$ cat src/rtl/bit_count_pkg.sv
// Shared types and helpers for the bit_count_unit shift-and-add population counter.
package bit_count_pkg;

  typedef enum logic [1:0] {
    S_IDLE  = 2'd0,
    S_COUNT = 2'd1,
    S_DONE  = 2'd2
  } state_t;

  // Bits needed to hold any count from 0 to width inclusive.
  function automatic int res_w(input int width);
    return $clog2(width + 1);
  endfunction

endpackage

$ cat src/rtl/bit_count_ctrl.sv
// Control FSM for bit_count_unit: sequences load, shift-until-zero and the done handshake.
import bit_count_pkg::*;

module bit_count_ctrl (
  input  logic clk,
  input  logic reset,
  input  logic start,
  input  logic a_zero,
  output logic load,
  output logic shift_en,
  output logic busy,
  output logic done
);

  state_t state_q, state_d;

  always_ff @(posedge clk) begin
    if (reset) state_q <= S_IDLE;
    else       state_q <= state_d;
  end

  always_comb begin
    state_d  = state_q;
    load     = 1'b0;
    shift_en = 1'b0;
    case (state_q)
      S_IDLE: begin
        if (start) begin
          load    = 1'b1;
          state_d = S_COUNT;
        end
      end
      S_COUNT: begin
        if (a_zero) state_d  = S_DONE;
        else        shift_en = 1'b1;
      end
      S_DONE: begin
        // A held request must drop before the next operand can be loaded.
        if (!start) state_d = S_IDLE;
      end
      default: state_d = S_IDLE;
    endcase
  end

  assign busy = (state_q == S_COUNT);
  assign done = (state_q == S_DONE);

endmodule

$ cat src/rtl/bit_count_unit.sv
// Counts ones (mode=0) or zeros (mode=1) of a WIDTH-bit operand, stopping early once the shifted operand is zero.
// Optional parity output enabled by defining BITCNT_PARITY_EN.
import bit_count_pkg::*;

module bit_count_unit #(
  parameter int WIDTH = 8,
  localparam int RES_W = bit_count_pkg::res_w(WIDTH)
) (
  input  logic             clk,
  input  logic             reset,
  input  logic             start,
  input  logic             mode,
  input  logic [WIDTH-1:0] data_in,
  output logic             busy,
  output logic             done,
  output logic [RES_W-1:0] result
`ifdef BITCNT_PARITY_EN
  ,
  output logic             parity
`endif
);

  logic [WIDTH-1:0] a_q, a_d;
  logic [RES_W-1:0] result_q, result_d;
  logic             load, shift_en, a_zero;

  assign a_zero = (a_q == '0);

  bit_count_ctrl u_ctrl (
    .clk      (clk),
    .reset    (reset),
    .start    (start),
    .a_zero   (a_zero),
    .load     (load),
    .shift_en (shift_en),
    .busy     (busy),
    .done     (done)
  );

  // Counting zeros is counting ones of the inverted operand.
  always_comb begin
    a_d      = a_q;
    result_d = result_q;
    if (load) begin
      a_d      = mode ? ~data_in : data_in;
      result_d = '0;
    end else if (shift_en) begin
      a_d      = a_q >> 1;
      result_d = result_q + {{(RES_W-1){1'b0}}, a_q[0]};
    end
  end

  always_ff @(posedge clk) begin
    if (reset) begin
      a_q      <= '0;
      result_q <= '0;
    end else begin
      a_q      <= a_d;
      result_q <= result_d;
    end
  end

  assign result = result_q;

`ifdef BITCNT_PARITY_EN
  assign parity = result_q[0];
`endif

endmodule

$ cat config.mk
export PLATFORM = sky130hd
export DESIGN_NAME = bit_count_unit
export DESIGN_NICKNAME = d
export VERILOG_FILES = /design/src/rtl/bit_count_pkg.sv /design/src/rtl/bit_count_ctrl.sv /design/src/rtl/bit_count_unit.sv
export SDC_FILE = /design/constraint.sdc
export NUM_CORES = 1
export LEC_CHECK = 0
export ABC_AREA = 1
export ABC_CLOCK_PERIOD_IN_PS = 1130
export CAP_MARGIN = 20
export CORE_MARGIN = 3
export CORE_UTILIZATION = 45
export CTS_BUF_LIST = sky130_fd_sc_hd__clkbuf_8
export CTS_CLUSTER_DIAMETER = 200
export DETAILED_ROUTE_END_ITERATION = 8
export PLACE_DENSITY = 0.74
export SYNTH_ARGS = -nofsm -noshare
export SYNTH_HDL_FRONTEND = slang
export SYNTH_SLANG_ARGS = --single-unit
$ cat constraint.sdc
create_clock -name clk -period 1.13 [get_ports clk]
set_input_delay 0.226 -clock clk [delete_from_list [all_inputs] [get_ports clk]]
set_output_delay 0.226 -clock clk [all_outputs]
set_load 0.02 [all_outputs]
## Word level (Yosys, flattened, before mapping)

Index checks and enable logic that the tools add are counted.

| operators by class | value |
|---|---|
| eq/ne operators | 5 |
| add/sub/neg operators | 1 |
| bitwise operators | 1 |
| reductions and logical operators | 5 |
| multiplexer cells | 11 |

Operators with widths:

| kind | count |
|---|---|
| $mux W8 | 3 |
| $logic_not A8 Y1 | 1 |
| $not A8 Y8 | 1 |
| $mux W2 | 3 |
| $pmux W2 S3 | 1 |
| $add A4 B1 Y4 | 1 |
| $mux W1 | 4 |
| $ne A2 B2 Y1 const B | 2 |
| $reduce_and A3 Y1 | 1 |
| $eq A2 B1 Y1 const B | 1 |
| $eq A2 B2 Y1 const B | 1 |
| $logic_not A2 Y1 | 1 |
| $ne A2 B1 Y1 const B | 1 |
| $reduce_bool A2 Y1 | 1 |
| $reduce_or A2 Y1 | 1 |

| word-level totals | value |
|---|---|
| output and inout port bits | 6 |
| flip-flop bits (word level) | 14 |
| word-level logic and storage cells | 26 |
| input bits | 12 |

## Longest topological paths before layout

| depth | value |
|---|---|
| depth in word-level cells | 5 |
| gate-level depth with buffers | 9 |
| mapped depth without buffers | 8 |

## Hierarchy

A second synthesis with hierarchy kept.

| unflattened totals | value |
|---|---|
| cells, all modules | 121 |
| area, all modules | 843.3 um2 |

Modules (own cells, without submodules):

| module | cells an instance | times used | area an instance (um2) | sequential area each (um2) |
|---|---|---|---|---|
| bit_count_unit | 106 | 1 | 739.5 | 240.2 |
| bit_count_ctrl | 15 | 1 | 103.8 | 40.0 |

## Worst setup path before layout

Ideal clock, no wire load.

| timing | value |
|---|---|
| path type | reg2reg |
| start | reg u_ctrl.state_q[0] |
| end | reg result_q[0] (netlist: result[0]) |
| data required time | 1,014 ps |
| setup time | 116 ps |
| stages on the path, launching flop included | 7 |
| slack | -62 ps |
| arrival time | 1,077 ps |
| buffers on the path | 1 |
| period minus slack after synthesis | 1,192 ps |
| cells stage by stage | dfxtp_1 > inv_1 > nor2_4 > o21ai_4 > buf_6 > o21ai_0 > nor2_1 |

| between the ends | value |
|---|---|
| elaborated cells on any way between the ends | 5 |
| classes of those cells | 1 x eq/ne; 2 x mux; 2 x reduce/logical |

RTL lines:

| item | line | source |
|---|---|---|
| start, declared | bit_count_ctrl.sv:15 | `state_t state_q, state_d;` |
| start signal, assigned | bit_count_ctrl.sv:19 | `else state_q <= state_d;` |
| $eq A2 B1 Y1 | - |  |
| named net busy | bit_count_unit.sv:14 | `output logic busy,` |
| $mux W1 | bit_count_ctrl.sv:26 | `case (state_q)` |
| end signal, assigned | bit_count_unit.sv:59 | `result_q <= result_d;` |
| end, declared | bit_count_unit.sv:24 | `logic [RES_W-1:0] result_q, result_d;` |

The timed path passes the listed nets, and every way through them passes these cells.
A chain may end at the register's enable or synchronous reset.

## Worst setup path after layout

| timing | value |
|---|---|
| start | reg a_q[6] |
| end | reg a_q[0] |

| between the ends | value |
|---|---|
| longest elaborated chain between the ends | 4 |

Ends and longest elaborated chain:

| item | line | source |
|---|---|---|
| start, declared | bit_count_unit.sv:23 | `logic [WIDTH-1:0] a_q, a_d;` |
| start signal, assigned | bit_count_unit.sv:55 | `a_q <= '0;` |
| start signal, assigned | bit_count_unit.sv:58 | `a_q <= a_d;` |
| $logic_not A8 Y1 | bit_count_unit.sv:27 | `assign a_zero = (a_q == '0);` |
| $mux W1 | bit_count_ctrl.sv:34 | `if (a_zero) state_d = S_DONE;` |
| $mux W1 | bit_count_ctrl.sv:26 |  |
| $reduce_bool A2 Y1 (no source line) | - |  |

No other way between the ends.

==> impl_metrics.toml <==
[routing]
route.antenna.remaining_nets = 0
dr_total_vias = 970
routed_wl_um = 2625
wl_per_cell_um = 13.60
dr.pass1.iters = 5
vias_per_cell = 5.026
remaining_drc_errors = 0
drt_iter0_markers = 25

[global_routing]
grt_max_degree = 10
grt_pass1_wl_um = 3822
grt-ovfl-total = 0
grt_usage = 0.1956
grt_pass1_vias = 975
antenna_found_initial = 0

[sta]
hold_violations = 0
layout_worst_path_cycle_share = 1.165
setup_viol = 14
fin_worst_skew_ns = 0.002814
fin_crit_ns = 1.316
fmax_mhz = 759.7
slew_violations = 0
tightest_slew_ns = 0.2796
rsz0062_at_grt = "true"
worst_slack_ns = -0.1863
slew_headroom = 0.8129

[logic_synthesis]
synth_enable_flop_cells = 0
synthFlopType = "dfxtp_1"
synth_top_family_by_area = "simple AND/OR/NAND/NOR gates"
synth_compound_area_frac = 0.07450
syn_area_um2 = 873.3
yosysSeqAreaShare = 0.3209
synth_xor_xnor_area_share = 0.1003
yosys.area_share.simple = 0.3582
synthTopCellsByArea = "dfxtp_1, nand2_1, nand3_1, inv_1, xor2_1"
syn_nets = 145
async_flop_share = 0
ys_warn_count = 0
synth-seq-cells = 14
yosys.area.top_type_share = 0.3209
synthAdderAreaFrac = 0.02865
netlist_instances = 131
synthMuxAreaShare = 0
syn_area_per_cell_um2 = 6.667
netlist.top_cell.by_area = "dfxtp_1"
synthDistinctLibCells = 17

[hold_path]
hold_class = "in2reg"

[floorplan]
start_util = 0.4898
core-area_um2 = 1783
die_w_um = 50.06
die_h_um = 50.06
io_pins = 18
die-area_um2 = 2506
rows = 15

[power]
p_per_area_nw_per_um2 = 1263
p_leak_nw = 0.7020
ir_drop_v = 0.0009033

[placed_design]
dpl.hpwl_um = 1456
place_ws_ns = -0.3783
port_buffers = 17
place.gp.congestion = 0.8488

[worst_setup_path]
critPathKind = "reg2reg"
required_ns = 1.31
max_stage_delay_ns = 0.34
cp.arrival_ns = 1.49
cp_slowest_cell = "dfxtp_2"
cp-start-kind = "register"
crit_buf_inv = 1
critPathMaxFanout = 5
cp_top_family = "compound AO/OA/AOI/OAI gates"
end_kind = "register"
path_cells = "nor2_2 -> nand2_2 -> o21ai_4 -> clkbuf_16 -> nand3_2 -> a21oi_2"

[finish]
synthToLayoutAreaGrowth_pct = 65.62
final_layout_size_suffix_gt1_frac = 0.4881
utilization = 0.8112
fillCellCount = 115
fin_nets = 183
diodes = 0

[clocking]
clk_pin_slew_ns = 0.06
cts-root-buf = "clkbuf_8"
cts_buffers = 3
htree_levels = 1
worstSkewPairLatency_ns = 0.25
cts_sinks = 14
cts.path.max_buffers = 2
cts_tree = "done"

[status]
violations = "negative setup slack"
outcome = "finished, violations left"

[flow_run]
drv.max_cap_violation_count = 0
[stage by stage]
step           hold slack [ns]  setup TNS, ns  std cells  power (W)  area (um^2)
2_1_floorplan           0.2877        -0.1880        131  0.0009198        875.8
3_3_place_gp            0.4808         -3.900        185   0.001116         1175
3_5_place_dp            0.5009         -4.335        185   0.001126         1175
4_1_cts                 0.4092        -0.5648        191   0.001689         1341
5_1_grt                 0.4338         -3.033        193   0.001925         1446
6_report                0.4341         -1.745        193   0.001827         1446
[cells by family after synthesis]
group,after synthesis
fa+ha+maj,2
buf+inv,23
compound gates,10
flops,14
xor+xnor,10
simple gates,72
[power breakdown]
group	switching, W	leakage, nW	internal [W]
Combinational	0.000404	0.556	0.000344
Sequential	0.0000464	0.118	0.000544
Clock	0.000179	0.0288	0.000309
[synthesized netlist by cell type (2+ instances only)]
master / instances
a21oi_1: 5
buf_6: 2
dfxtp_1: 14
ha_1: 2
inv_1: 20
nand2_1: 35
nand3_1: 16
nor2_1: 16
nor2_2: 2
nor2_4: 2
o21ai_0: 3
xnor2_1: 2
xor2_1: 8
[state kept, by name, summed over array words and instances (netlist names)]
signal / flops
u_ctrl.state_q: 2
a_q: 8
result: 4
[worst min-delay path, stage by stage]
cell	delay, ns
dlygate4sd2_1	0.26
nand2_1	0.10
a21oi_2	0.06
[what timing repair did]
item / in CTS / in global routing
setup endpoints to repair: 18 / 19
cloned: 0 / 1
pin swaps: 11 / 10
hold buffers: 0 / 0
resized for setup: 47 / 32
buffers inserted: 2 / 1
hold endpoints to repair: 0 / 0
[layout make-up]
cell class,instances,area (um^2),share of cell area
Clock buffer,4,55.05,0.03806
Multi-Input combinational cell,94,640.6,0.4429
Sequential cell,14,291.5,0.2016
Timing Repair Buffer,36,352.8,0.2439
Inverter,20,75.07,0.05190
Tap cell,25,31.28,0.02163
[cell usage in the layout (no fill, tap or decap), types with 4 or more instances in the layout]
cell type        count
inv_1               18
nand2_1             18
nand2_2             16
buf_4               11
clkdlybuf4s50_1     10
nor2_1               9
nand3_1              9
nor2_2               8
xor2_1               8
buf_6                8
nand3_2              7
dfxtp_1              7
dfxtp_2              6
a21oi_2              5
clkbuf_8             4
[path summary, 6_finish.rpt]
check                           slack, ns                              to              startpoint  cells past startpoint
worst max-delay path                -0.19             a_q[0]$_SDFFE_PP0P_     a_q[6]$_SDFFE_PP0P_                      6
worst min-delay path                 0.43  u_ctrl.state_q[1]$_SDFFE_PP0P_                   start                      3
worst max register to register      -0.19             a_q[0]$_SDFFE_PP0P_     a_q[6]$_SDFFE_PP0P_                      6
worst min register to register       0.52          result[0]$_SDFFE_PP0P_  result[0]$_SDFFE_PP0P_                      2
[per-layer routing]
layer,vias to the layer above,track usage,part of all wire
li1,474,-,-
met1,449,0.2092,0.42
met2,40,0.3478,0.49
met3,7,0.03323,0.064
met4,0,0.1244,0.023
met5,-,0,0
(Power assumes the default switching activity.)
==> variant 1, RTL diff (config.mk and constraints unchanged) <==
Reset style: asynchronous (`reset`), changed in 2 clocked blocks.
--- a/src/rtl/bit_count_ctrl.sv
+++ b/src/rtl/bit_count_ctrl.sv
@@ -16,3 +16,3 @@
 
-  always_ff @(posedge clk) begin
+  always_ff @(posedge clk or posedge reset) begin
     if (reset) state_q <= S_IDLE;
--- a/src/rtl/bit_count_unit.sv
+++ b/src/rtl/bit_count_unit.sv
@@ -52,3 +52,3 @@
 
-  always_ff @(posedge clk) begin
+  always_ff @(posedge clk or posedge reset) begin
     if (reset) begin
Behaviour: differs if reset is asserted again (counterexample within 4 cycles, from zero or initial values and one cycle with reset high); with reset held inactive, the same outputs for 10 cycles.
==> variant 1 against the unedited design <==
  * The run still ends with setup timing left
  * Worst setup slack gained 0.087 ns
  * Synthesized area shrank 1.9%
  * Wire length shrank 12%
  * Sequential cell count is the same
  * First-iteration DRC count shrank 20%
  * Final area shrank 3.8%
Power is not compared: it rests on default switching activity, and its combinational part moved more than twofold at a synthesized area within 25%.
==> variant 1: results (changes against the unedited design) <==
Placement
  • Routability cong.: 0.8157 (-3.9%)
  • Pre-CTS WS: -0.2821 ns (+0.09623 ns)
  • Post-DP HPWL: 1346 microns (-7.6%)

GRT
  • Pin count of the biggest net entering global routing: 15 (+5)
  • Met3 GRT Util: 7.251% (+3.9 points)
  • GR Layer Usage met2: 35.24% (+0.46 points)
  • GRT Overall Usage: 20.78% (+1.2 points)
  • Vias in the first global route: 869 (-11%)

Routing
  • Via density: 4.885 (-2.8%)
  • Wire length per cell: 13.33 microns (-2.0%)
  • Initial DRC Count: 20 (-20%)
  • Detailed Routing Iterations Pass 1: 4 (-1)
  • Post-Route M1 WL: 939 microns (-14%)
  • Met2 WL post-DR: 1176 microns (-9.4%)
  • DR WL met3: 119 microns (-29%)

Worst setup path
  • Max incr delay on CP: 0.40 ns (+0.06 ns)
  • Slowest stage cell, crit path: dfrtp_1
  • Reg2reg path depth: 8 (+2)
  • RR Startpoint: u_ctrl.state_q[1]
  • Max FO, Critical Path: 7 (+2)

Layout
  • Fin cells: 174 (-9.8%)
  • Share of cells above drive strength 1: 47.65% (-1.2 points)
  • Layout Nets: 164 (-10%)

Synthesis
  • XOR/XNOR Fraction of Synth Area: 9.197% (-0.83 points)
  • Synth cell types: 18 (+1)
  • Avg Inst Size Synth: 7.721 sq um (+16%)
  • Register area share after synthesis: 40.88% (+8.8 points)
  • Ys flop type: dfrtp_1
  • Syn_nets: 125 (-14%)

Status
  • Status: finished with violations
  • Failing checks: setup timing

Timing
  • Relative slew slack: 83.19% (+1.9 points)
  • Final Hold Slack: 0.2789 ns (-0.1552 ns)
  • Final setup margin: -0.09918 ns (+0.08708 ns)
  • # setup viols final: 15 (+1)
  • Post-Route Setup TNS: -0.9939 ns (+0.7507 ns)

Hold path
  • Worst min path class: input port to async pin
variant 1: changes by cell type in the layout (fill, tap and decap cells not counted), sizes merged, moves of 3 or more:
cell	delta
dfrtp	+14
clkbuf	-4
nand2	+3
dfxtp	-14
nand3	-3
a21oi	-6
nor2	-5
inv	-8
buf	+5
variant 1: worst max-delay path, delay by kind of cell, from the launching register on:
family        cells  cell delay [ns]
buf+inv           3             0.31
flops             1             0.40
simple gates      5             0.41
variant 1: timing repair:
action                     4_1_cts  5_1_grt
setup endpoints to repair       19       19
cloned                           1        1
gates resized for setup         40       34
pin swaps                        9        8
setup buffers                    1        1
variant 1: final cells by class:
type / count / area [sq um]
well taps: 25 / 31.28
multi-input cells: 82 / 569.3
clock buffers: 4 / 55.05
repair buffers: 36 / 325.3
inverters: 12 / 52.55
fillers: 127 / 372.9
repair inverters: 1 / 6.256
flip-flops and latches: 14 / 351.6
==> variant 2, RTL diff (same flow settings) <==
Without the edit above. Change the parameter `WIDTH` from 8 to 10.
--- a/src/rtl/bit_count_unit.sv
+++ b/src/rtl/bit_count_unit.sv
@@ -5,3 +5,3 @@
 module bit_count_unit #(
-  parameter int WIDTH = 8,
+  parameter int WIDTH = 10,
   localparam int RES_W = bit_count_pkg::res_w(WIDTH)
Interface: changed (resized data_in); port bits go from 18 to 20. No check against the original RTL was run, so the function may have changed too.
==> variant 2 against the unedited design <==
  * The run still ends with setup timing left
  * Final area up 0.17%
  * Power up 7.1%
  * Synthesized area is 15% higher
  * Worst setup slack better by 0.085 ns
  * Die area grew 13%
  * Sequential power increased by 14%
  * First-iteration DRC count decreased by 40%
  * Wire length is 4.6% lower
  * Sequential cell count grew 2
==> variant 2: results (changes against the unedited design) <==
Status
  • Status: finished with violations
  • Failing checks: setup timing

Synthesis
  • Register area share after synthesis: 31.96% (-0.13 points)
  • Synth cell types: 20 (+3)

Timing
  • Post-Route Setup TNS: -0.8449 ns (+0.8996 ns)
  • # setup viols final: 14 (unchanged)
  • Relative slew slack: 83.80% (+2.5 points)
  • Clock Skew: 0.005292 ns (+0.002478 ns)
  • Final setup margin: -0.1015 ns (+0.08477 ns)

Layout
  • Share of cells above drive strength 1: 32.61% (-16 points)
  • Fill cells: 170 (+48%)
  • Max reg flops: 10 (+2)

Hold path
  • Hold Crit Start: result[0]
  • Worst min path class: flip-flop to flip-flop
  • Hold Path Sink: result[0]

Worst setup path
  • Largest delay contributor family on the critical path: buffers and inverters
  • RR Startpoint: u_ctrl.state_q[1]
  • Reg2reg path depth: 8 (+2)
  • Max incr delay on CP: 0.32 ns (-0.02 ns)

Placement
  • Post-DP HPWL: 1769 microns (+21%)
  • Routability cong.: 0.8398 (-1.1%)
  • Port Buffers: 19 (+2)

Routing
  • Met2 WL post-DR: 1243 microns (-4.2%)
  • Detailed Routing Iterations Pass 1: 4 (-1)
  • Via density: 4.815 (-4.2%)
  • Via count: 1016 (+4.7%)

GRT
  • GR Layer Usage met2: 34.09% (-0.69 points)
  • GRT Overall Usage: 20.06% (+0.50 points)
  • Met3 GRT Util: 3.944% (+0.62 points)

Clocking
  • Setup Buffers After CTS: 1 (-1)
  • Resized cells post-CTS: 43 (-8.5%)

Pwr
  • Maximum vdd drop: 928.6 uV (+2.8%)
  • Reg power frac: 34.4% (+2.1 points)
  • Clock share of power: 26.3% (-0.4 points)
==> variant 2: cell types whose count changed after synthesis, moves of 2 or more <==
cell	unedited run	this run
nand2_1	35	40
nor2_1	16	21
dfxtp_1	14	16
nand3_1	16	14
nand3_2	0	2
xor2_1	8	10
==> variant 2: layout make-up <==
type,instances,area (sq um),share of cell area [%]
inverter,21,85.08,5.872
timing repair buffer,36,324.1,22.37
tap,27,33.78,2.332
clock buffer,4,55.05,3.800
multi-input combinational,107,621.8,42.92
sequential,16,329.1,22.71
==> variant 2: kinds of logic (layout without fill, tap and decap cells) <==
family | after synthesis | count (layout) | synth area share (%)
adders and majority gates | 2 | 2 | 2.496
AOI/OAI and AO/OA | 11 | 11 | 7.615
DFF | 16 | 16 | 31.96
buffers and inverters | 25 | 61 | 11.98
and+or+nand+nor | 82 | 82 | 35.46
xor gates and xnor gates | 12 | 12 | 10.49
